File: src/rtl/des3_seq_pkg.sv
// Shared types and helpers for the 3DES block-chaining sequencer.
//   state_t   : sequencer FSM states
//   block_t   : one 64-bit cipher block
//   mode_t    : chaining mode + direction, latched per block
//   cnt_width : width needed for a counter that must reach max_count
package des3_seq_pkg;

    typedef logic [63:0] block_t;

    typedef enum logic [2:0] {
        IDLE  = 3'd0,
        LOAD  = 3'd1,
        GUARD = 3'd2,
        WAIT  = 3'd3,
        OUT   = 3'd4
    } state_t;

    localparam logic MODE_ECB = 1'b0;
    localparam logic MODE_CBC = 1'b1;
    localparam logic DIR_ENC  = 1'b0;
    localparam logic DIR_DEC  = 1'b1;

    typedef struct packed {
        logic cbc;
        logic decrypt;
    } mode_t;

    localparam block_t BLOCK_ZERO = '0;

    function automatic int cnt_width(input int max_count);
        return (max_count < 1) ? 1 : $clog2(max_count + 1);
    endfunction

endpackage

File: src/rtl/des3_seq_chain.sv
// Chaining register with the pre-core and post-core XOR muxes.
//   clk, rst      : clock, synchronous active-high reset
//   load_iv, iv   : load the chain register with a new IV
//   update        : commit the chaining value after a CBC block completes
//   pre_mode      : mode presented at block accept (selects the pre-XOR)
//   blk_in        : block presented at accept
//   din_mix       : value to register into the core input
//   mode          : mode latched for the in-flight block
//   blk_held      : latched input block (next chain value for CBC decrypt)
//   core_dout     : core result
//   result        : core result after the post-XOR
module des3_seq_chain
    import des3_seq_pkg::*;
(
    input  logic   clk,
    input  logic   rst,
    input  logic   load_iv,
    input  block_t iv,
    input  logic   update,
    input  mode_t  pre_mode,
    input  block_t blk_in,
    output block_t din_mix,
    input  mode_t  mode,
    input  block_t blk_held,
    input  block_t core_dout,
    output block_t result
);

    block_t chain_q;
    block_t chain_eff;

    // An IV loaded in the accept cycle must already apply to that block,
    // so the pre-XOR sees the incoming IV rather than the stale register.
    assign chain_eff = load_iv ? iv : chain_q;

    assign din_mix = (pre_mode.cbc == MODE_CBC && pre_mode.decrypt == DIR_ENC)
                     ? (blk_in ^ chain_eff) : blk_in;

    assign result = (mode.cbc == MODE_CBC && mode.decrypt == DIR_DEC)
                    ? (core_dout ^ chain_q) : core_dout;

    always_ff @(posedge clk) begin
        if (rst) begin
            chain_q <= BLOCK_ZERO;
        end else if (load_iv) begin
            chain_q <= iv;
        end else if (update) begin
            chain_q <= (mode.decrypt == DIR_DEC) ? blk_held : core_dout;
        end
    end

endmodule

File: src/rtl/des3_cbc_sequencer.sv
// Streams blocks through a single-block 3DES core with ECB/CBC chaining.
//   wb_clk_i, wb_rst_i         : clock, synchronous active-high reset
//   cfg_cbc, cfg_decrypt       : mode, sampled when a block is accepted
//   iv_load, iv_i              : IV load pulse (honoured only while idle)
//   err_clr                    : clears the sticky error flags
//   in_valid/in_ready/in_data  : input block stream
//   out_valid/out_ready/out_data : result block stream
//   core_*                     : handshake and data to/from the 3DES core
//   busy, blk_count            : status; blk_count wraps
//   err_timeout, err_iv_busy   : sticky error flags
//
// state | meaning
// IDLE  | ready for a block, IV may be loaded
// LOAD  | core_start pulse, core input presented
// GUARD | blank core_valid for GUARD_CYCLES after start
// WAIT  | wait for core_valid, bounded by TIMEOUT_CYCLES
// OUT   | result held on the output until out_ready
module des3_cbc_sequencer
    import des3_seq_pkg::*;
#(
    parameter int TIMEOUT_CYCLES = 255,
    parameter int GUARD_CYCLES   = 1
) (
    input  logic        wb_clk_i,
    input  logic        wb_rst_i,
    input  logic        cfg_cbc,
    input  logic        cfg_decrypt,
    input  logic        iv_load,
    input  logic [63:0] iv_i,
    input  logic        err_clr,
    input  logic        in_valid,
    output logic        in_ready,
    input  logic [63:0] in_data,
    output logic        out_valid,
    input  logic        out_ready,
    output logic [63:0] out_data,
    output logic        core_start,
    output logic        core_decrypt,
    output logic [63:0] core_din,
    input  logic [63:0] core_dout,
    input  logic        core_valid,
    output logic        busy,
    output logic [31:0] blk_count,
    output logic        err_timeout,
    output logic        err_iv_busy
);

    localparam int CNT_MAX = (TIMEOUT_CYCLES > GUARD_CYCLES) ? TIMEOUT_CYCLES : GUARD_CYCLES;
    localparam int CNT_W   = cnt_width(CNT_MAX);
    localparam bit HAS_GUARD = (GUARD_CYCLES > 0);
    localparam logic [CNT_W-1:0] TO_LAST    = CNT_W'(TIMEOUT_CYCLES - 1);
    localparam logic [CNT_W-1:0] GUARD_LAST = CNT_W'(GUARD_CYCLES - 1);

    state_t           state;
    logic [CNT_W-1:0] cnt;
    block_t           blk_q;
    mode_t            mode_q;
    mode_t            pre_mode;
    block_t           din_mix;
    block_t           result;
    logic             accept;
    logic             load_iv;
    logic             chain_update;
    logic             timeout_evt;
    logic             iv_busy_evt;

    assign pre_mode     = '{cbc: cfg_cbc, decrypt: cfg_decrypt};
    // in_ready is only ever high in IDLE, so accept implies IDLE.
    assign accept       = in_valid && in_ready;
    assign load_iv      = iv_load && (state == IDLE);
    assign iv_busy_evt  = iv_load && (state != IDLE);
    assign chain_update = (state == WAIT) && core_valid && (mode_q.cbc == MODE_CBC);
    assign timeout_evt  = (state == WAIT) && !core_valid && (cnt == TO_LAST);

    des3_seq_chain u_chain (
        .clk       (wb_clk_i),
        .rst       (wb_rst_i),
        .load_iv   (load_iv),
        .iv        (iv_i),
        .update    (chain_update),
        .pre_mode  (pre_mode),
        .blk_in    (in_data),
        .din_mix   (din_mix),
        .mode      (mode_q),
        .blk_held  (blk_q),
        .core_dout (core_dout),
        .result    (result)
    );

    always_ff @(posedge wb_clk_i) begin
        if (wb_rst_i) begin
            state        <= IDLE;
            cnt          <= '0;
            blk_q        <= BLOCK_ZERO;
            mode_q       <= '0;
            in_ready     <= 1'b0;
            out_valid    <= 1'b0;
            out_data     <= BLOCK_ZERO;
            core_start   <= 1'b0;
            core_decrypt <= 1'b0;
            core_din     <= BLOCK_ZERO;
            busy         <= 1'b0;
            blk_count    <= '0;
            err_timeout  <= 1'b0;
            err_iv_busy  <= 1'b0;
        end else begin
            core_start <= 1'b0;
            // A new error event in the same cycle as err_clr keeps the flag set.
            err_timeout <= timeout_evt | (err_timeout & ~err_clr);
            err_iv_busy <= iv_busy_evt | (err_iv_busy & ~err_clr);

            case (state)
                IDLE: begin
                    in_ready <= 1'b1;
                    if (accept) begin
                        blk_q        <= in_data;
                        mode_q       <= pre_mode;
                        core_din     <= din_mix;
                        core_decrypt <= cfg_decrypt;
                        core_start   <= 1'b1;
                        in_ready     <= 1'b0;
                        busy         <= 1'b1;
                        state        <= LOAD;
                    end
                end
                LOAD: begin
                    cnt   <= '0;
                    state <= HAS_GUARD ? GUARD : WAIT;
                end
                GUARD: begin
                    if (cnt == GUARD_LAST) begin
                        cnt   <= '0;
                        state <= WAIT;
                    end else begin
                        cnt <= cnt + CNT_W'(1);
                    end
                end
                WAIT: begin
                    if (core_valid) begin
                        out_data     <= result;
                        out_valid    <= 1'b1;
                        core_din     <= BLOCK_ZERO;
                        core_decrypt <= 1'b0;
                        state        <= OUT;
                    end else if (cnt == TO_LAST) begin
                        // Block is dropped; chain register is left untouched.
                        core_din     <= BLOCK_ZERO;
                        core_decrypt <= 1'b0;
                        busy         <= 1'b0;
                        in_ready     <= 1'b1;
                        state        <= IDLE;
                    end else begin
                        cnt <= cnt + CNT_W'(1);
                    end
                end
                OUT: begin
                    if (out_ready) begin
                        out_valid <= 1'b0;
                        blk_count <= blk_count + 32'd1;
                        busy      <= 1'b0;
                        in_ready  <= 1'b1;
                        state     <= IDLE;
                    end
                end
                default: begin
                    state <= IDLE;
                end
            endcase
        end
    end

endmodule

File: config.mk
export PLATFORM = sky130hd
export DESIGN_NAME = des3_cbc_sequencer
export DESIGN_NICKNAME = d
export VERILOG_FILES = /design/src/rtl/des3_seq_pkg.sv /design/src/rtl/des3_seq_chain.sv /design/src/rtl/des3_cbc_sequencer.sv
export SDC_FILE = /design/constraint.sdc
export NUM_CORES = 1
export LEC_CHECK = 0
export ABC_AREA = 1
export ABC_CLOCK_PERIOD_IN_PS = 4400
export CAP_MARGIN = 20
export CORE_UTILIZATION = 35
export CTS_BUF_LIST = sky130_fd_sc_hd__clkbuf_16
export DETAILED_ROUTE_END_ITERATION = 10
export PLACE_DENSITY_LB_ADDON = 0.25
export SYNTH_ARGS = -nofsm -noshare
export SYNTH_HDL_FRONTEND = slang
export SYNTH_HIERARCHICAL = 1
export SYNTH_SLANG_ARGS = --single-unit
File: constraint.sdc
create_clock -name wb_clk_i -period 4.4 [get_ports wb_clk_i]
set_clock_uncertainty 0.05 [all_clocks]
set_input_delay 0.88 -clock wb_clk_i [delete_from_list [all_inputs] [get_ports wb_clk_i]]
set_output_delay 0.88 -clock wb_clk_i [all_outputs]
set_load 0.05 [all_outputs]
After elaboration in Yosys (flattened, before gate mapping)

Cells that the tools add are included.

Register bits: 308
Input port bits: 201
Output and inout bits: 167

Add/sub/neg operators: 2
Eq/ne operators: 13
Muxes and demuxes: 36
Bitwise operators: 9
Reductions and logical operators: 28

Operator list:

| cell                  | count |
|---|---|
| $mux 64               | 9 |
| $pmux 64 s2           | 1 |
| $xor 64x64->64        | 2 |
| $add 32x1->32 const B | 1 |
| $mux 8                | 3 |
| $pmux 8 s3            | 1 |
| $mux 3                | 5 |
| $pmux 3 s5            | 1 |
| $mux 1                | 12 |
| $ne 2x2->1 const B    | 6 |
| $logic_and 1x1->1     | 9 |
| $reduce_and 3->1      | 3 |
| $reduce_bool 3->1     | 3 |
| $add 8x1->8 const B   | 1 |
| $eq 8x8->1 const B    | 1 |
| $logic_not 8->1       | 1 |
| $reduce_and 4->1      | 2 |
| $eq 3x2->1 const B    | 2 |
| $pmux 1 s3            | 2 |
| $reduce_and 2->1      | 3 |
| $reduce_bool 2->1     | 3 |
| $reduce_and 5->1      | 1 |
| $pmux 1 s2            | 2 |
| $eq 3x1->1 const B    | 1 |
| other kinds (9)       | 13 |

Depth between registers and ports, before layout

Gate-level depths: netlist of run 1.

Word-level depth: 7
Depth in mapped cells: 16
Gate-level depth less buffers: 14

Hierarchy

The synthesis of run 1 kept the hierarchy.

By module, submodules not included:

| module             | instances | cells each | area each (µm²) | sequential area each (µm²) |
|---|---|---|---|---|
| des3_cbc_sequencer | 1         | 1300       | 9601.7          | 4884.7 |
| des3_seq_chain     | 1         | 1191       | 6359.8          | 1281.2 |

Worst setup path before layout of run 1

OpenSTA, ideal clock, no wires.

Path kind: input-to-reg
Start: input port core_valid
End: register u_chain.chain_q[23]
Setup time: 0.070 ns
Arrival: 2.121 ns
Required time: 4.280 ns
Slack: 2.159 ns
Stages: 9
Buffers on the path: 3
Cell sequence: nand2_1 clkbuf_1 nor2_1 inv_2 nor2_2 buf_4 buf_2 nand2_1 a21oi_1

Word-level cells in the longest chain between the ends: 3

RTL lines:

| element                         | line                     | RTL |
|---|---|---|
| start, declared                 | des3_cbc_sequencer.sv:41 | `input logic core_valid,` |
| $logic_and 1x1->1 (2 in series) | des3_cbc_sequencer.sv:72 | `assign chain_update = (state == WAIT) && core_valid && (mode_q.cbc == MODE_CBC);` |
| named net chain_update          | des3_cbc_sequencer.sv:63 | `logic chain_update;` |
| $reduce_bool 2->1 (no line)     | --                       |  |
| end signal, assigned            | des3_seq_chain.sv:46     | `chain_q <= iv;` |
| end signal, assigned            | des3_seq_chain.sv:48     | `chain_q <= (mode.decrypt == DIR_DEC) ? blk_held : core_dout;` |
| end, declared                   | des3_seq_chain.sv:29     | `block_t chain_q;` |

The timed path passes the listed nets, and every way through them passes these cells.
A chain may end at the register's enable or synchronous reset.

Final worst setup path of run 1

Start: register blk_count[20]
End: output port blk_count[20]

RTL lines:

| element                | line                      | RTL |
|---|---|---|
| start, declared        | des3_cbc_sequencer.sv:43  | `output logic [31:0] blk_count,` |
| start signal, assigned | des3_cbc_sequencer.sv:159 | `blk_count <= blk_count + 32'd1;` |

No word-level cell between the ends.

==> impl_results.md, run 1 <==
* Endpoints failing setup at 0
* Setup_tns at 0 ns
* VDD IR-drop max at 308 uV
* Critical-path maximum fanout at 6
* Area Overhead vs Synth at 32.7%
* Largest family of logic cells by synthesized area: simple AND/OR/NAND/NOR gates
* CP peak stage delay at 0.86 ns
* Routed Antenna Nets at 0
* Die width at 216 um
* Clock sinks at 308
* Finished Cell Area at 21,200 um^2
* XOR/XNOR share of the synthesized area at 3.84%
* Mux contribution to synthesized area at 0%
* Core box area at 44,600 um^2
* Synthesized Nets at 2,696
* Die height at 216 um
* DRT Wirelength at 60.4 mm
* Clk slew on worst S/H paths at 0.06 ns
* Die area at 46,500 um^2
* Global Route Usage Sum at 25.3%
* TritonCTS clock tree: done
* Buffers and inverters on the worst path at 1
* I/O Pins at 368
* Share of layout cells above drive strength 1 at 3.63%
* H-tree depth at 2
* Nets at 2,962
* Max clock buf depth at 3
* Fill cells at 4,474
* Final Critical Period at 2.80 ns
* Max Slew Vio Count at 0
* Top delay family on crit path: buffers and inverters
* Required time at the worst-slack endpoint at 3.47 ns
* Post-DR wirelength/cell at 17.9 um
* Worst-path cell chain: clkdlybuf4s50_1
* Post-Synth Simple-Gate Area at 39.7%
* Register bit total from synthesis at 308
* Count leader, synth: nand2_1
* Mapped Area at 16,000 um^2
* Area leader, netlist: dfxtp_1
* Clock Latency Late Sink at 0.55 ns
* Post-CTS resize count at 0
* DRC viols at 0
* Synth top area share at 38.6%
* Vias in the first global route at 16,362
* CTS Hold Buffers Added at 0
* Period utilization at 63.7%
* Initial Util at 35.8%
* Vias per cell at 5.18
* Worst rel slew slack at 29.9%
* First-pass DRT Iterations at 5
* First-pass GRT wire length at 93.0 mm
* Std-Cell Rows at 77
* Mapped Avg Cell Area at 6.41 um^2
* Mapped Cells at 2,491
* CP arrival at 1.87 ns
* Top FF cell, synth: dfxtp_1
* Sequential area share after synthesis at 38.6%
* Area of the multi-input gates at 8750 um^2
* Overall Power at 9.48 mW
* Max Clk Rate at 0.357 GHz
* Startpoint Class: register
* Dpl hpwl at 37.0 mm
* Post-DP Area at 19,900 um^2
* Storage element area at 6170 um^2
* Power per cell area at 448 nW/um^2
* Pleak at 8.10 nW
* Yosys cell types at 34
* Root Buffer: clkbuf_16
* Synth top cells by count: nand2_1, dfxtp_1, a21oi_1
* Largest cells by area after synthesis: dfxtp_1, nand2_1, a21oi_1
* RSZ-0062 raised after global routing: false
* CP Capture Type: output port
* Crit-path slowest cell: clkdlybuf4s50_1
* Postcts setup bufs at 0
* Pin count of the biggest net entering global routing at 103
* EDFF count, synth at 0
* Final hold violation count at 0
* Final GP Congestion at 0.880
* Worst-Margin Slew at 1.05 ns
* Status: completed
* Post-synthesis adder-cell area fraction at 0.314%
* Worst hold path type: reg2reg
* Max Cap Violations at 0
* Initial antenna violation count at 11
* DR vias at 17,504
* Async SR Flop Fraction at 0%
* Total grt overflow at 0
* Worst setup path class: reg2out
* Total CTS buffers at 37
* Port bufs at 367
* YS warnings at 6
* Compound-Gate Fraction of Synth Area at 10.6%
* Number of DRC markers in iteration 0 at 1,485
-- worst min-delay path: cells and delay by family, from the launching register on --
| kind | cells | cell delay (ns) |
|---|---|---|
| compound gates | 1 | 0.05 |
| flops | 1 | 0.31 |
| simple gates | 1 | 0.06 |
-- per-stage QoR --
stage | setup slack [ns] | hold slack (ns) | util, % | cells
final | 1.60 | 0.408 | 47.5 | 3381
after detailed placement | 1.08 | 0.403 | 44.7 | 3310
after global placement | 1.13 | 0.398 | 44.7 | 3310
after CTS | 1.55 | 0.411 | 47.4 | 3375
after floorplan | 2.16 | 0.391 | - | 2491
after global routing | 1.48 | 0.426 | 47.5 | 3380
-- layout by cell type, fill, tap and decap left out, types with 3 or more instances in the layout --
| cell type | instances |
|---|---|
| a21oi_1 | 300 |
| clkinv_1 | 6 |
| inv_1 | 100 |
| nor2_4 | 6 |
| dfxtp_1 | 306 |
| clkbuf_16 | 40 |
| nand4_1 | 16 |
| xnor2_1 | 50 |
| ha_1 | 4 |
| nand2_4 | 3 |
| bufinv_16 | 5 |
| buf_4 | 18 |
| o21bai_1 | 4 |
| nand2_1 | 1083 |
| nor2_1 | 83 |
| buf_12 | 4 |
| nand3b_1 | 63 |
| o21ai_0 | 21 |
| nand3_1 | 248 |
| nor3_1 | 3 |
| nor2_2 | 5 |
| xor2_1 | 20 |
| diode_2 | 6 |
| inv_2 | 3 |
| clkdlybuf4s50_1 | 365 |
| clkinv_2 | 9 |
-- cell type report --
| class | count | area share, % |
|---|---|---|
| multi-input combinational | 1923 | 41.3 |
| sequential | 308 | 29.2 |
| timing repair buffer | 388 | 18.3 |
| clock buffer | 40 | 4.73 |
| tap | 592 | 3.50 |
| inverter | 99 | 1.78 |
| clock inverter | 25 | 1.12 |
| antenna | 6 | 0.0709 |
-- report_power, final --
group | internal, mW | switching, mW | total, mW
clock | 1.92 | 1.26 | 3.18
combinational | 0.897 | 2.05 | 2.95
sequential | 3.12 | 0.231 | 3.35
-- metal layers --
metal | vias to the layer above | wire length [um] | track usage [%] | part of all wire, %
met4 | 8 | 1730 | 9.65 | 2.9
met1 | 8151 | 26700 | 33.6 | 44
met2 | 701 | 27200 | 40.4 | 45
met3 | 110 | 4740 | 5.05 | 7.8
met5 | - | 53 | 0 | 0.088
li1 | 8534 | - | - | -
-- cells by family after synthesis --
kind of cell | after synthesis
AO/OA/AOI/OAI | 333
flip-flops | 308
adder cells (fa/ha/maj) | 4
buffers and inverters | 260
AND/OR/NAND/NOR | 1516
XOR/XNOR | 70
-- registers in the layout, summed over array words and instances (netlist names) --
name and flops:
blk_count 32, blk_q 64, busy 1, cnt 8
core_decrypt 1, core_din 64, core_start 1, err_iv_busy 1
err_timeout 1, in_ready 1, mode_q 2, out_data 64
out_valid 1, state 3, u_chain/chain_q 64
-- path summary, 6_finish.rpt --
path	startpoint	to	slack (ns)	depth (start not counted)
worst max-delay path	blk_count[20]	blk_count[20]	1.60	1
worst max register to register	mode_q[0]	u_chain/chain_q[18]	1.67	6
worst min-delay path	out_data[50]	out_data[50]	0.41	2
worst min register to register	out_data[50]	out_data[50]	0.41	2
Power figures use the tool's default switching activity.
==> inputs of run 2 (changes only) <==
ABC_CLOCK_PERIOD_IN_PS = 2700   (was 4400)
clock period = 2.7 ns   (was 4.4 ns; I/O delays follow)
==> impl_results.md, run 2 (synthesis results as in run 1) <==
* Placed Cells at 3,329
* Core box area at 44,600 um^2
* Worst reg2reg path endpoint: u_chain/chain_q[25]
* Nets at 2,983
* Overall Power at 15.6 mW
* Final hold violation count at 0
* Post-DR wirelength/cell at 17.9 um
* Postcts setup bufs at 0
* Area Overhead vs Synth at 34.3%
* Area of the multi-input gates at 8750 um^2
* Worst hold start: wb_rst_i
* Vias per cell at 5.15
* Worst setup path class: reg2out
* Worst rel slew slack at 32.8%
* CTS Hold Buffers Added at 0
* Worst hold path depth at 2
* Routed Antenna Nets at 0
* Critical-path maximum fanout at 6
* Die width at 216 um
* Most frequent cells in the layout: nand2_1, clkdlybuf4s50_1, dfxtp_1, a21oi_1, nand3_1
* Std-Cell Rows at 77
* Top delay family on crit path: buffers and inverters
* Global Route Usage Sum at 25.7%
* Worst R2R Setup Slack at 0.44 ns
* Max Clk Rate at 0.405 GHz
* Setup WS post-layout at 0.230 ns
* Switch share at 37.2%
* Initial Util at 35.8%
* Comb power frac at 32.0%
* DR vias at 17,554
* Die height at 216 um
* RSZ-0062 raised after global routing: false
* Finished Layout Cells at 3,407
* Worst reg2reg path depth at 11
* Post-CTS resize count at 0
* TritonCTS clock tree: done
* Root Buffer: clkbuf_16
* Status: completed
* Setup_tns at 0 ns
* Required time at the worst-slack endpoint at 2.11 ns
* Worst-Margin Slew at 1.01 ns
* DRT Wirelength at 61.1 mm
* Clock power frac at 33.0%
* Clk slew on worst S/H paths at 0.06 ns
* Total CTS buffers at 39
* Buffers and inverters on the worst path at 1
* Dpl hpwl at 38.9 mm
* Port bufs at 367
* CP arrival at 1.88 ns
* Clock sinks at 308
* Period utilization at 91.5%
* Crit-path slowest cell: clkdlybuf4s50_1
* Setup Slack @ Placement at 0.155 ns
* Worst hold path type: in2reg
* DRC viols at 0
* Initial antenna violation count at 16
* Final Critical Period at 2.47 ns
* Clock Latency Late Sink at 0.55 ns
* CP peak stage delay at 0.86 ns
* Fill cells at 4,450
* NetSw at 5.80 mW
* Die area at 46,500 um^2
* First-pass GRT wire length at 94.3 mm
* Storage element area at 6170 um^2
* Worst-path cell chain: clkdlybuf4s50_1
* Max clock buf depth at 3
* First-pass DRT Iterations at 6
* Hold endpoint: core_din[63]
* Startpoint Class: register
* I/O Pins at 368
* Endpoints failing setup at 0
* Internal Power at 9.78 mW
* Pin count of the biggest net entering global routing at 180
* Max Cap Violations at 0
* Max Slew Vio Count at 0
* Reg power frac at 35.0%
* H-tree depth at 2
* CP Capture Type: output port
* Number of DRC markers in iteration 0 at 1,396
* Final GP Congestion at 0.860
* RR Startpoint: state[1]
* Commonest non-fill, non-tap cell in the layout: nand2_1
* Share of layout cells above drive strength 1 at 4.24%
* Pleak at 8.21 nW
* Vias in the first global route at 16,916
* Total grt overflow at 0
* Power per cell area at 727 nW/um^2
* VDD IR-drop max at 381 uV
[run 2: cell count changes in the layout (fill, tap and decap cells not counted)]
cell / previous run / this run
buf_4: 18 / 28
buf_12: 4 / 13
diode_2: 6 / 11
clkinv_1: 6 / 10
bufinv_16: 5 / 4
clkbuf_16: 40 / 41
inv_1: 100 / 99
inv_6: 1 / 0
[run 2: power by group through the flow]
stage               Sequential (mW)  Combinational, mW  Clock (mW)
detailed placement             5.53               4.98           0
floorplan                      6.15               2.41           0
global placement               5.52               4.89           0
global route                   5.51               5.42        5.44
CTS                            5.44               4.99        5.26
finish                         5.45               4.99        5.14
[run 2: cell type report]
class,instances,area share (%)
multi-input cells,1923,40.8
clock inverters,26,0.974
well taps,592,3.45
inverters,99,1.76
repair buffers,407,19.3
diodes,11,0.128
flip-flops and latches,308,28.8
clock buffers,41,4.78
[run 2: how the worst max path moves through the flow]
stage / slack (ns) / from / end / cells past startpoint
3_5_place_dp: 0.16 / iv_load / core_din[42] / 11
2_1_floorplan: 0.61 / state[1] / u_chain/chain_q[23] / 11
5_1_grt: 0.18 / blk_count[23] / blk_count[23] / 1
3_3_place_gp: 0.18 / iv_load / u_chain/chain_q[25] / 9
6_report: 0.23 / blk_count[23] / blk_count[23] / 1
4_1_cts: 0.18 / blk_count[20] / blk_count[20] / 1
[run 2: metrics by stage]
stage	cell area, um^2	util [%]	hold WS [ns]
2_1_floorplan	16000	-	0.391
3_3_place_gp	20200	45.2	0.401
5_1_grt	21400	48.1	0.316
6_report	21400	48.1	0.299
3_5_place_dp	20200	45.2	0.402
4_1_cts	21400	48.0	0.273
[run 2: metal layers]
metal	part of all wire (%)	vias up	global-route usage [%]
met3	8.5	121	5.93
li1	-	8591	-
met5	0.11	-	0
met1	43	8119	33.3
met2	45	711	41.0
met4	3.2	12	10.6
[run 2: worst reg2reg max path: stages, from the launching register on]
cell	delay (ns)
dfxtp_1	0.44
inv_1	0.07
nand2_1	0.10
nor2_2	0.07
inv_1	0.14
nor2_4	0.06
buf_12	0.14
clkinv_2	0.07
buf_12	0.29
nand2_2	0.37
o21ai_0	0.29
a21oi_1	0.06
